`config.mk`:
```
export PLATFORM = sky130hd
export DESIGN_NAME = execute_pipe
export DESIGN_NICKNAME = d
export VERILOG_FILES = /design/src/rtl/y86_pkg.sv /design/src/rtl/exec_alu_core.sv /design/src/rtl/execute_pipe.sv
export SDC_FILE = /design/constraint.sdc
export NUM_CORES = 1
export LEC_CHECK = 0
export ABC_CLOCK_PERIOD_IN_PS = 3300
export CELL_PAD_IN_SITES_DETAIL_PLACEMENT = 1
export CELL_PAD_IN_SITES_GLOBAL_PLACEMENT = 1
export CORE_AREA = 5 5 185 187
export CTS_BUF_LIST = sky130_fd_sc_hd__clkbuf_8
export DETAILED_ROUTE_END_ITERATION = 6
export DIE_AREA = 0 0 190 192
export DONT_BUFFER_PORTS = 1
export MAX_ROUTING_LAYER = met4
export PLACE_DENSITY = 0.92
export SLEW_MARGIN = 5
export SYNTH_ARGS = -nofsm -noshare
export SYNTH_HDL_FRONTEND = slang
export SYNTH_SLANG_ARGS = --single-unit
```
`constraint.sdc`:
```
create_clock -name clk -period 3.3 [get_ports clk]
set_input_delay 0.825 -clock clk [delete_from_list [all_inputs] [get_ports clk]]
set_output_delay 0.825 -clock clk [all_outputs]
set_load 0.02 [all_outputs]
```
`src/rtl/y86_pkg.sv`:
```
// Shared Y86-64 encodings for the execute stage: icodes, ALU functions,
// condition codes, CC bit layout and the jXX/cmovXX condition evaluator.
package y86_pkg;

  localparam logic [3:0] I_HALT   = 4'h0;
  localparam logic [3:0] I_NOP    = 4'h1;
  localparam logic [3:0] I_RRMOVQ = 4'h2;
  localparam logic [3:0] I_IRMOVQ = 4'h3;
  localparam logic [3:0] I_RMMOVQ = 4'h4;
  localparam logic [3:0] I_MRMOVQ = 4'h5;
  localparam logic [3:0] I_OPQ    = 4'h6;
  localparam logic [3:0] I_JXX    = 4'h7;
  localparam logic [3:0] I_CALL   = 4'h8;
  localparam logic [3:0] I_RET    = 4'h9;
  localparam logic [3:0] I_PUSHQ  = 4'hA;
  localparam logic [3:0] I_POPQ   = 4'hB;

  localparam logic [3:0] ALU_ADD = 4'h0;
  localparam logic [3:0] ALU_SUB = 4'h1;
  localparam logic [3:0] ALU_AND = 4'h2;
  localparam logic [3:0] ALU_XOR = 4'h3;
  localparam logic [3:0] ALU_MUL = 4'h4;

  localparam logic [3:0] C_ALL = 4'h0;
  localparam logic [3:0] C_LE  = 4'h1;
  localparam logic [3:0] C_L   = 4'h2;
  localparam logic [3:0] C_E   = 4'h3;
  localparam logic [3:0] C_NE  = 4'h4;
  localparam logic [3:0] C_GE  = 4'h5;
  localparam logic [3:0] C_G   = 4'h6;

  localparam int CC_ZF = 0;
  localparam int CC_SF = 1;
  localparam int CC_OF = 2;
  localparam logic [2:0] CC_RESET = 3'b001;
  localparam logic [3:0] REG_NONE = 4'hF;

  typedef enum logic {S_IDLE = 1'b0, S_BUSY = 1'b1} mul_state_e;

  function automatic logic cond_eval(input logic [2:0] cc, input logic [3:0] ifun);
    logic lt;
    lt = cc[CC_SF] ^ cc[CC_OF];
    case (ifun)
      C_ALL:   cond_eval = 1'b1;
      C_LE:    cond_eval = lt | cc[CC_ZF];
      C_L:     cond_eval = lt;
      C_E:     cond_eval = cc[CC_ZF];
      C_NE:    cond_eval = ~cc[CC_ZF];
      C_GE:    cond_eval = ~lt;
      C_G:     cond_eval = ~lt & ~cc[CC_ZF];
      default: cond_eval = 1'b0;
    endcase
  endfunction

endpackage

```
`src/rtl/exec_alu_core.sv`:
```
// Combinational Y86 ALU: ADD/SUB(b-a)/AND/XOR with ZF/SF/OF flags.
module exec_alu_core
  import y86_pkg::*;
#(
  parameter int WIDTH = 64
) (
  input  logic [WIDTH-1:0] alu_a,
  input  logic [WIDTH-1:0] alu_b,
  input  logic [3:0]       alufun,
  output logic [WIDTH-1:0] res,
  output logic             zf,
  output logic             sf,
  output logic             of
);

  logic sa, sb, sr;

  always_comb begin
    res = '0;
    case (alufun)
      ALU_ADD: res = alu_b + alu_a;
      ALU_SUB: res = alu_b - alu_a;
      ALU_AND: res = alu_b & alu_a;
      ALU_XOR: res = alu_b ^ alu_a;
      default: res = '0;
    endcase
    sa = alu_a[WIDTH-1];
    sb = alu_b[WIDTH-1];
    sr = res[WIDTH-1];
    zf = (res == '0);
    sf = sr;
    case (alufun)
      ALU_ADD: of = (sa == sb) && (sr != sa);
      ALU_SUB: of = (sa != sb) && (sr != sb);
      default: of = 1'b0;
    endcase
  end

endmodule

```
`src/rtl/execute_pipe.sv`:
```
// Pipelined Y86-64 execute stage with valid/ready on both sides and a
// registered CC file. Optional iterative multiply under EXEC_MUL_EN.
module execute_pipe
  import y86_pkg::*;
#(
  parameter int WIDTH = 64
) (
  input  logic             clk,
  input  logic             rst_n,
  input  logic             in_valid,
  output logic             in_ready,
  input  logic [3:0]       in_icode,
  input  logic [3:0]       in_ifun,
  input  logic [WIDTH-1:0] in_valC,
  input  logic [WIDTH-1:0] in_valA,
  input  logic [WIDTH-1:0] in_valB,
  input  logic [3:0]       in_dstE,
  input  logic             flush,
  input  logic             cc_inhibit,
  output logic             out_valid,
  input  logic             out_ready,
  output logic [3:0]       out_icode,
  output logic [WIDTH-1:0] out_valE,
  output logic [WIDTH-1:0] out_valA,
  output logic [3:0]       out_dstE,
  output logic             out_cnd,
  output logic             out_err,
  output logic [2:0]       cc,
  output logic             busy
);

`ifdef EXEC_MUL_EN
  localparam logic [3:0] OP_MAX = ALU_MUL;
`else
  localparam logic [3:0] OP_MAX = ALU_XOR;
`endif

  logic [WIDTH-1:0] alu_a, alu_b, alu_res;
  logic [3:0]       alufun;
  logic             alu_zf, alu_sf, alu_of;
  logic             is_op, op_err, take_cnd, accept, is_mul;

  logic             out_valid_q, out_valid_d;
  logic [3:0]       out_icode_q, out_icode_d;
  logic [WIDTH-1:0] out_vale_q, out_vale_d;
  logic [WIDTH-1:0] out_vala_q, out_vala_d;
  logic [3:0]       out_dste_q, out_dste_d;
  logic             out_cnd_q, out_cnd_d;
  logic             out_err_q, out_err_d;
  logic [2:0]       cc_q, cc_d;

  always_comb begin
    alu_a = '0;
    case (in_icode)
      I_RRMOVQ, I_OPQ:              alu_a = in_valA;
      I_IRMOVQ, I_RMMOVQ, I_MRMOVQ: alu_a = in_valC;
      I_CALL, I_PUSHQ:              alu_a = {WIDTH{1'b0}} - WIDTH'(8);
      I_RET, I_POPQ:                alu_a = WIDTH'(8);
      default:                      alu_a = '0;
    endcase
    alu_b = '0;
    case (in_icode)
      I_RMMOVQ, I_MRMOVQ, I_OPQ, I_CALL, I_RET, I_PUSHQ, I_POPQ: alu_b = in_valB;
      default: alu_b = '0;
    endcase
    alufun = (in_icode == I_OPQ) ? in_ifun : ALU_ADD;
  end

  exec_alu_core #(.WIDTH(WIDTH)) u_alu (
    .alu_a  (alu_a),
    .alu_b  (alu_b),
    .alufun (alufun),
    .res    (alu_res),
    .zf     (alu_zf),
    .sf     (alu_sf),
    .of     (alu_of)
  );

  always_comb begin
    is_op    = (in_icode == I_OPQ);
    op_err   = is_op && (in_ifun > OP_MAX);
    // Conditions always read the CC state from before this op's own update.
    take_cnd = (in_icode == I_JXX || in_icode == I_RRMOVQ) ? cond_eval(cc_q, in_ifun) : 1'b0;
    accept   = in_valid && in_ready && !flush;
  end

`ifdef EXEC_MUL_EN
  localparam int CW = (WIDTH > 1) ? $clog2(WIDTH) : 1;

  mul_state_e       state_q, state_d;
  logic [CW-1:0]    mul_cnt_q, mul_cnt_d;
  logic [WIDTH-1:0] mul_acc_q, mul_acc_d;
  logic [WIDTH-1:0] mul_mcand_q, mul_mcand_d;
  logic [WIDTH-1:0] mul_mplier_q, mul_mplier_d;
  logic [WIDTH-1:0] mul_vala_q, mul_vala_d;
  logic [3:0]       mul_dste_q, mul_dste_d;
  logic             mul_done, mul_stall;

  assign is_mul = is_op && (in_ifun == ALU_MUL);

  always_ff @(posedge clk or negedge rst_n) begin
    if (!rst_n) begin
      state_q      <= S_IDLE;
      mul_cnt_q    <= '0;
      mul_acc_q    <= '0;
      mul_mcand_q  <= '0;
      mul_mplier_q <= '0;
      mul_vala_q   <= '0;
      mul_dste_q   <= REG_NONE;
    end else begin
      state_q      <= state_d;
      mul_cnt_q    <= mul_cnt_d;
      mul_acc_q    <= mul_acc_d;
      mul_mcand_q  <= mul_mcand_d;
      mul_mplier_q <= mul_mplier_d;
      mul_vala_q   <= mul_vala_d;
      mul_dste_q   <= mul_dste_d;
    end
  end

  always_comb begin
    state_d = state_q;
    case (state_q)
      S_IDLE:  if (accept && is_mul) state_d = S_BUSY;
      S_BUSY:  if (flush || mul_done) state_d = S_IDLE;
      default: state_d = S_IDLE;
    endcase
  end

  always_comb begin
    busy      = (state_q == S_BUSY);
    mul_stall = out_valid_q && !out_ready;
    mul_done  = busy && (mul_cnt_q == '0) && !mul_stall;
  end

  // One shift-add step per BUSY cycle; the last step is held while the
  // output register is still occupied so the product is never lost.
  always_comb begin
    mul_cnt_d    = mul_cnt_q;
    mul_acc_d    = mul_acc_q;
    mul_mcand_d  = mul_mcand_q;
    mul_mplier_d = mul_mplier_q;
    mul_vala_d   = mul_vala_q;
    mul_dste_d   = mul_dste_q;
    if (accept && is_mul) begin
      mul_cnt_d    = CW'(WIDTH - 1);
      mul_acc_d    = '0;
      mul_mcand_d  = in_valA;
      mul_mplier_d = in_valB;
      mul_vala_d   = in_valA;
      mul_dste_d   = in_dstE;
    end else if (busy && !(mul_cnt_q == '0 && mul_stall)) begin
      mul_acc_d    = mul_acc_q + (mul_mplier_q[0] ? mul_mcand_q : '0);
      mul_mcand_d  = mul_mcand_q << 1;
      mul_mplier_d = mul_mplier_q >> 1;
      if (mul_cnt_q != '0) mul_cnt_d = mul_cnt_q - 1'b1;
    end
  end

  assign in_ready = (state_q == S_IDLE) && (!out_valid_q || out_ready);
`else
  assign is_mul   = 1'b0;
  assign busy     = 1'b0;
  assign in_ready = !out_valid_q || out_ready;
`endif

  always_comb begin
    out_valid_d = out_valid_q;
    out_icode_d = out_icode_q;
    out_vale_d  = out_vale_q;
    out_vala_d  = out_vala_q;
    out_dste_d  = out_dste_q;
    out_cnd_d   = out_cnd_q;
    out_err_d   = out_err_q;
    cc_d        = cc_q;
    if (flush) begin
      out_valid_d = 1'b0;
    end else if (accept && !is_mul) begin
      out_valid_d = 1'b1;
      out_icode_d = in_icode;
      out_vale_d  = op_err ? '0 : alu_res;
      out_vala_d  = in_valA;
      out_dste_d  = (in_icode == I_RRMOVQ && !take_cnd) ? REG_NONE : in_dstE;
      out_cnd_d   = take_cnd;
      out_err_d   = op_err;
      if (is_op && !op_err && !cc_inhibit) cc_d = {alu_of, alu_sf, alu_zf};
`ifdef EXEC_MUL_EN
    end else if (mul_done) begin
      out_valid_d = 1'b1;
      out_icode_d = I_OPQ;
      out_vale_d  = mul_acc_d;
      out_vala_d  = mul_vala_q;
      out_dste_d  = mul_dste_q;
      out_cnd_d   = 1'b0;
      out_err_d   = 1'b0;
      if (!cc_inhibit) cc_d = {1'b0, mul_acc_d[WIDTH-1], (mul_acc_d == '0)};
`endif
    end else if (out_ready) begin
      out_valid_d = 1'b0;
    end
  end

  always_ff @(posedge clk or negedge rst_n) begin
    if (!rst_n) begin
      out_valid_q <= 1'b0;
      out_icode_q <= '0;
      out_vale_q  <= '0;
      out_vala_q  <= '0;
      out_dste_q  <= REG_NONE;
      out_cnd_q   <= 1'b0;
      out_err_q   <= 1'b0;
      cc_q        <= CC_RESET;
    end else begin
      out_valid_q <= out_valid_d;
      out_icode_q <= out_icode_d;
      out_vale_q  <= out_vale_d;
      out_vala_q  <= out_vala_d;
      out_dste_q  <= out_dste_d;
      out_cnd_q   <= out_cnd_d;
      out_err_q   <= out_err_d;
      cc_q        <= cc_d;
    end
  end

  assign out_valid = out_valid_q;
  assign out_icode = out_icode_q;
  assign out_valE  = out_vale_q;
  assign out_valA  = out_vala_q;
  assign out_dstE  = out_dste_q;
  assign out_cnd   = out_cnd_q;
  assign out_err   = out_err_q;
  assign cc        = cc_q;

endmodule
```
==> qor.yml, run 1 <==
yosys:
  syn-cell-area_sq_um: 15240
  yosys_register_bits: 142
  synth_nets: 2364
  ys_async_sr_fraction_pct: 100.0
  ys_warn_count: 0
  synthDistinctLibCells: 92
  synth_edf_count: 0
  synth.avg_cell_area_sq_um: 7.513
  synth_top_flop_cell: "dfrtp_1"
  synthCells: 2029
  seq_area_frac_synth_pct: 23.35
run_status:
  stop_error: "[ERROR DPL-0033] detailed placement checks failed during check placement."
  stop_stage: "clock tree synthesis"
  status: "did not finish"
placed_design:
  routabilityCongestion: 1.189
  hpwl_um: 80500
  port_buffers: 0
clocking:
  numCtsBuffers: 17
  cts_num_sinks: 142
  htreeDepth: 4
  clock-root-buffer: "clkbuf_8"
  cts_setup_buffers: 83
  clockBufferDepth: 2
  cts_resized: 336
floorplan:
  io_pins: 354
  initial_utilization_pct: 47.21
  rows: 66
  die_x_um: 190
  die_height_um: 192
## cells by family after synthesis
kind of cell / Yosys count / share of synthesized area (%)
AOI/OAI and AO/OA: 628 / 27.68
xor gates and xnor gates: 105 / 6.033
adders and majority gates: 125 / 10.31
buffers and inverters: 214 / 5.746
DFF: 142 / 23.35
muxes: 22 / 1.453
other: 1 / 0.02460
and+or+nand+nor: 792 / 25.40
## cell usage after synthesis (all sizes together) (15+ instances only)
library cell	count	area (sq um)
a21o	23	172.7
a21oi	185	929.6
a222oi	20	200.2
a22o	26	227.7
a22oi	16	120.1
a2bb2oi	30	262.8
a31oi	22	137.6
and2	71	444.2
and3	18	112.6
buf	34	200.2
clkbuf	103	386.6
dfrtp	137	3428
ha	124	1551
inv	77	289.0
mux2i	21	210.2
nand2	351	1320
nand2b	16	100.1
nand3	36	185.2
nand3b	23	176.4
nand4	49	306.5
nor2	112	420.4
nor3	28	156.4
nor4	17	127.6
o21a	15	112.6
o21ai	124	620.6
o31ai	17	127.6
xnor2	76	665.6
xor2	29	254.0
## stage by stage
| step | std cells | setup WS [ns] | cell area, sq um | TNS (ns) |
|---|---|---|---|---|
| 2_1_floorplan | 2029 | -2.602 | 16060 | -83.05 |
| 3_5_place_dp | 2941 | -3.901 | 20520 | -152.03 |
| 3_3_place_gp | 2941 | -3.115 | 20520 | -117.94 |
==> run 2, diff against run 1 <==
==> config.mk (replaced) <==
export PLATFORM = sky130hd
export DESIGN_NAME = execute_pipe
export DESIGN_NICKNAME = d
export VERILOG_FILES = /design/src/rtl/y86_pkg.sv /design/src/rtl/exec_alu_core.sv /design/src/rtl/execute_pipe.sv
export SDC_FILE = /design/constraint.sdc
export NUM_CORES = 1
export LEC_CHECK = 0
export ABC_CLOCK_PERIOD_IN_PS = 3300
export CORE_AREA = 5 5 202 204
export DETAILED_ROUTE_END_ITERATION = 6
export DIE_AREA = 0 0 207 209
export DONT_BUFFER_PORTS = 1
export PLACE_DENSITY_LB_ADDON = 0.15
export SLEW_MARGIN = 5
export SYNTH_ARGS = -nofsm -noshare
export SYNTH_HDL_FRONTEND = slang
export SYNTH_SLANG_ARGS = --single-unit
==> run 2 against run 1 <==
Compared with the run above:
- the flow now finishes, with violations (DRC, setup timing)
- synthesized area is the same
- synthesized cell count did not move
==> qor.yml, run 2 <==
run_status:
  status: "finished, violations left"
  violations: "DRC, setup timing"
routing:
  post_drt_wl_per_cell_um: 23.92
  first_iter_violations: 1345
  ant_nets: 0
  drc: 6
  viasPerCell: 5.847
  routed_wl_um: 76420
  vias: 18680
  first_pass_iters: 7
clocking:
  cts_num_sinks: 142  # unchanged
  hold_buffers: 0
  numCtsBuffers: 17  # unchanged
  insertion_delay_ns: 0.49
  path_clk_slew_ns: 0.08
  cts_tree: "yes"
  htreeDepth: 4  # unchanged
  clockBufferDepth: 2  # unchanged
  clock-root-buffer: "clkbuf_16"
critical_path:
  cp_max_fo: 16
  cp.required_ns: 3.68
  crit_path_max_incr_delay_ns: 0.50
  endpoint_kind: "flop"
  critical-path-slowest-cell: "or4_4"
  critical_path_arrival_ns: 6.36
  startpoint_type: "primary input"
  path_buf_inv: 8
  cp_top_family: "simple AND/OR/NAND/NOR gates"
  critical_path_class: "primary input to flop"
  crit_top_cell: "buf_6"
yosys:
  synth_top_area_cell: "dfrtp_1"
  synth_most_common_cell: "nand2_1"
  ys_warn_count: 0  # unchanged
  synthCells: 2029  # unchanged
  synth_top_flop_cell: "dfrtp_1"
  netlist_top_cells_count: "350 x nand2_1, 184 x a21oi_1, 137 x dfrtp_1, 124 x ha_1, 120 x o21ai_0"
  synth_edf_count: 0  # unchanged
  synthTopCellsByArea: "dfrtp_1 22%, ha_1 10%, nand2_1 8.6%, a21oi_1 6.0%, xnor2_1 4.4%"
  synthDistinctLibCells: 92  # unchanged
  ys_async_sr_fraction_pct: 100.0  # unchanged
  synth_top_cell_area_share_pct: 22.49  # unchanged
  seq_area_frac_synth_pct: 23.35  # unchanged
  synth_nets: 2364  # unchanged
  syn-cell-area_sq_um: 15240  # unchanged
  yosys_register_bits: 142  # unchanged
  synth.avg_cell_area_sq_um: 7.513  # unchanged
cells_and_area:
  instances_no_fill: 3195
  finish.instance_area_sq_um: 24380
  antenna_cells: 0
  drive_above_1_share_pct: 44.19
  fill_cells: 3528
  finalNetCount: 2992
  synthToLayoutAreaGrowth_pct: 59.97
  final_cell_mix: "681 x buf_4, 330 x nand2_1, 137 x dfrtp_1"
  final_common_cell: "buf_4"
power_and_ir_drop:
  p_leak_uw: 0.01168
  power.share.clock_pct: 21.8
  share_comb_of_total_power_pct: 47.7
  peakVddDrop_mv: 0.4306
  switching_share_pct: 42.04
  power_switching_uw: 3767
  power.density_nw_per_um2: 367.5
  internal_power_uw: 5194
  p_seq_share_pct: 30.5
sta:
  rsz0062_at_grt: "yes"
  relSlewSlack_pct: 46.83
  hold_viol: 0
  max_freq_mhz: 167.1
  fin_ws_ns: -2.683
  timing.final.crit_period_ns: 5.983
  finalSetupViolCount: 61
  period_share_pct: 181.3
  tightest_slew_ns: 0.7975
  slew_viol_final: 0
  fin_skew_ns: 0.01392
placed_design:
  hpwl_um: 60800  # -24%
  port_buffers: 0  # unchanged
  place_area_sq_um: 20980  # +2.2%
  routabilityCongestion: 1.054  # -11%
  place_inst: 3064  # +4.2%
global_route:
  grt.total_usage_pct: 33.51
  grt_pass1_wl_um: 112900
  grt_max_degree: 143
  grt_pass1_vias: 18860
  antenna_found_initial: 0
  grt-ovfl-total: 0
floorplan:
  initial_utilization_pct: 38.99  # -8.2 points
  io_pins: 354  # unchanged
  die_area_sq_um: 43260
  die_x_um: 207  # +8.9%
  rows: 73  # +11%
  die_height_um: 209  # +8.9%
  coreArea_sq_um: 39090
hold_path:
  hp-class: "primary input to async pin"
job:
  maxCapViolCount: 0
[run 2: what timing repair did]
action / 4_1_cts / 5_1_grt
setup buffers: 60 / 48
endpoints found under the hold margin: 0 / 0
setup endpoints to repair: 62 / 62
gates resized for setup: 198 / 232
pin swaps: 103 / 153
[run 2: per-stage QoR]
stage	power [uW]	util, %	worst slack (ns)	setup TNS (ns)	hold slack, ns
5_1_grt	9405	62.38	-2.861	-99.70	0.01536
3_5_place_dp	6325	53.66	-3.679	-130.83	0.5339
6_report	8961	62.38	-2.683	-90.62	0.03896
2_1_floorplan	4573	-	-2.602	-83.05	0.5055
3_3_place_gp	6291	53.66	-3.658	-128.18	0.5329
4_1_cts	8568	58.55	-2.832	-90.87	0.01398
[run 2: layout make-up]
class                      instances  area (sq um)  share of cell area (%)
multi-input combinational       1673         13380                   54.86
timing repair buffer             746          5948                   24.39
sequential                       142          3560                   14.60
tap                              525         656.9                   2.694
clock buffer                      17         425.4                   1.745
inverter                          77         289.0                   1.185
clock inverter                    15         127.6                  0.5234
[run 2: power groups by stage]
stage	logic, uW	registers (uW)	clock network, uW
5_1_grt	4580	2760	2060
3_5_place_dp	3560	2770	0
4_1_cts	3840	2740	1990
6_report	4280	2730	1950
3_3_place_gp	3530	2760	0
2_1_floorplan	1910	2660	0
[run 2: worst paths after layout]
kind	start	to	slack, ns	cells past startpoint
min in group clk	flush	out_valid	0.41	1
setup / recovery	in_icode[2]	cc[2]	-2.68	28
hold / removal	rst_n	out_valE[51]	0.04	0
max in group asynchronous	rst_n	out_dstE[2]	3.01	0
setup reg to reg	out_valid	cc[0]	-0.68	14
hold reg to reg	out_dstE[0]	out_dstE[0]	0.62	1
[run 2: layer usage]
layer / track usage (%) / vias up / routed length, um
li1: - / 8669 / -
met2: 59.70 / 661 / 38220
met3: 5.239 / 190 / 3805
met1: 38.77 / 9162 / 29590
met5: 0 / - / 0
met4: 17.62 / 0 / 4804
[run 2: kinds of logic (layout without fill, tap and decap cells)]
logic type | count (synthesis) | in the layout | synth area share, %
AO/OA/AOI/OAI | 628 | 628 | 27.68
multiplexers | 22 | 22 | 1.453
buffers and inverters | 214 | 855 | 5.746
XOR/XNOR | 105 | 105 | 6.033
adder cells (fa/ha/maj) | 125 | 125 | 10.31
AND/OR/NAND/NOR | 792 | 792 | 25.40
other | 1 | 1 | 0.02460
flip-flops | 142 | 142 | 23.35
Power figures use the tool's default switching activity.
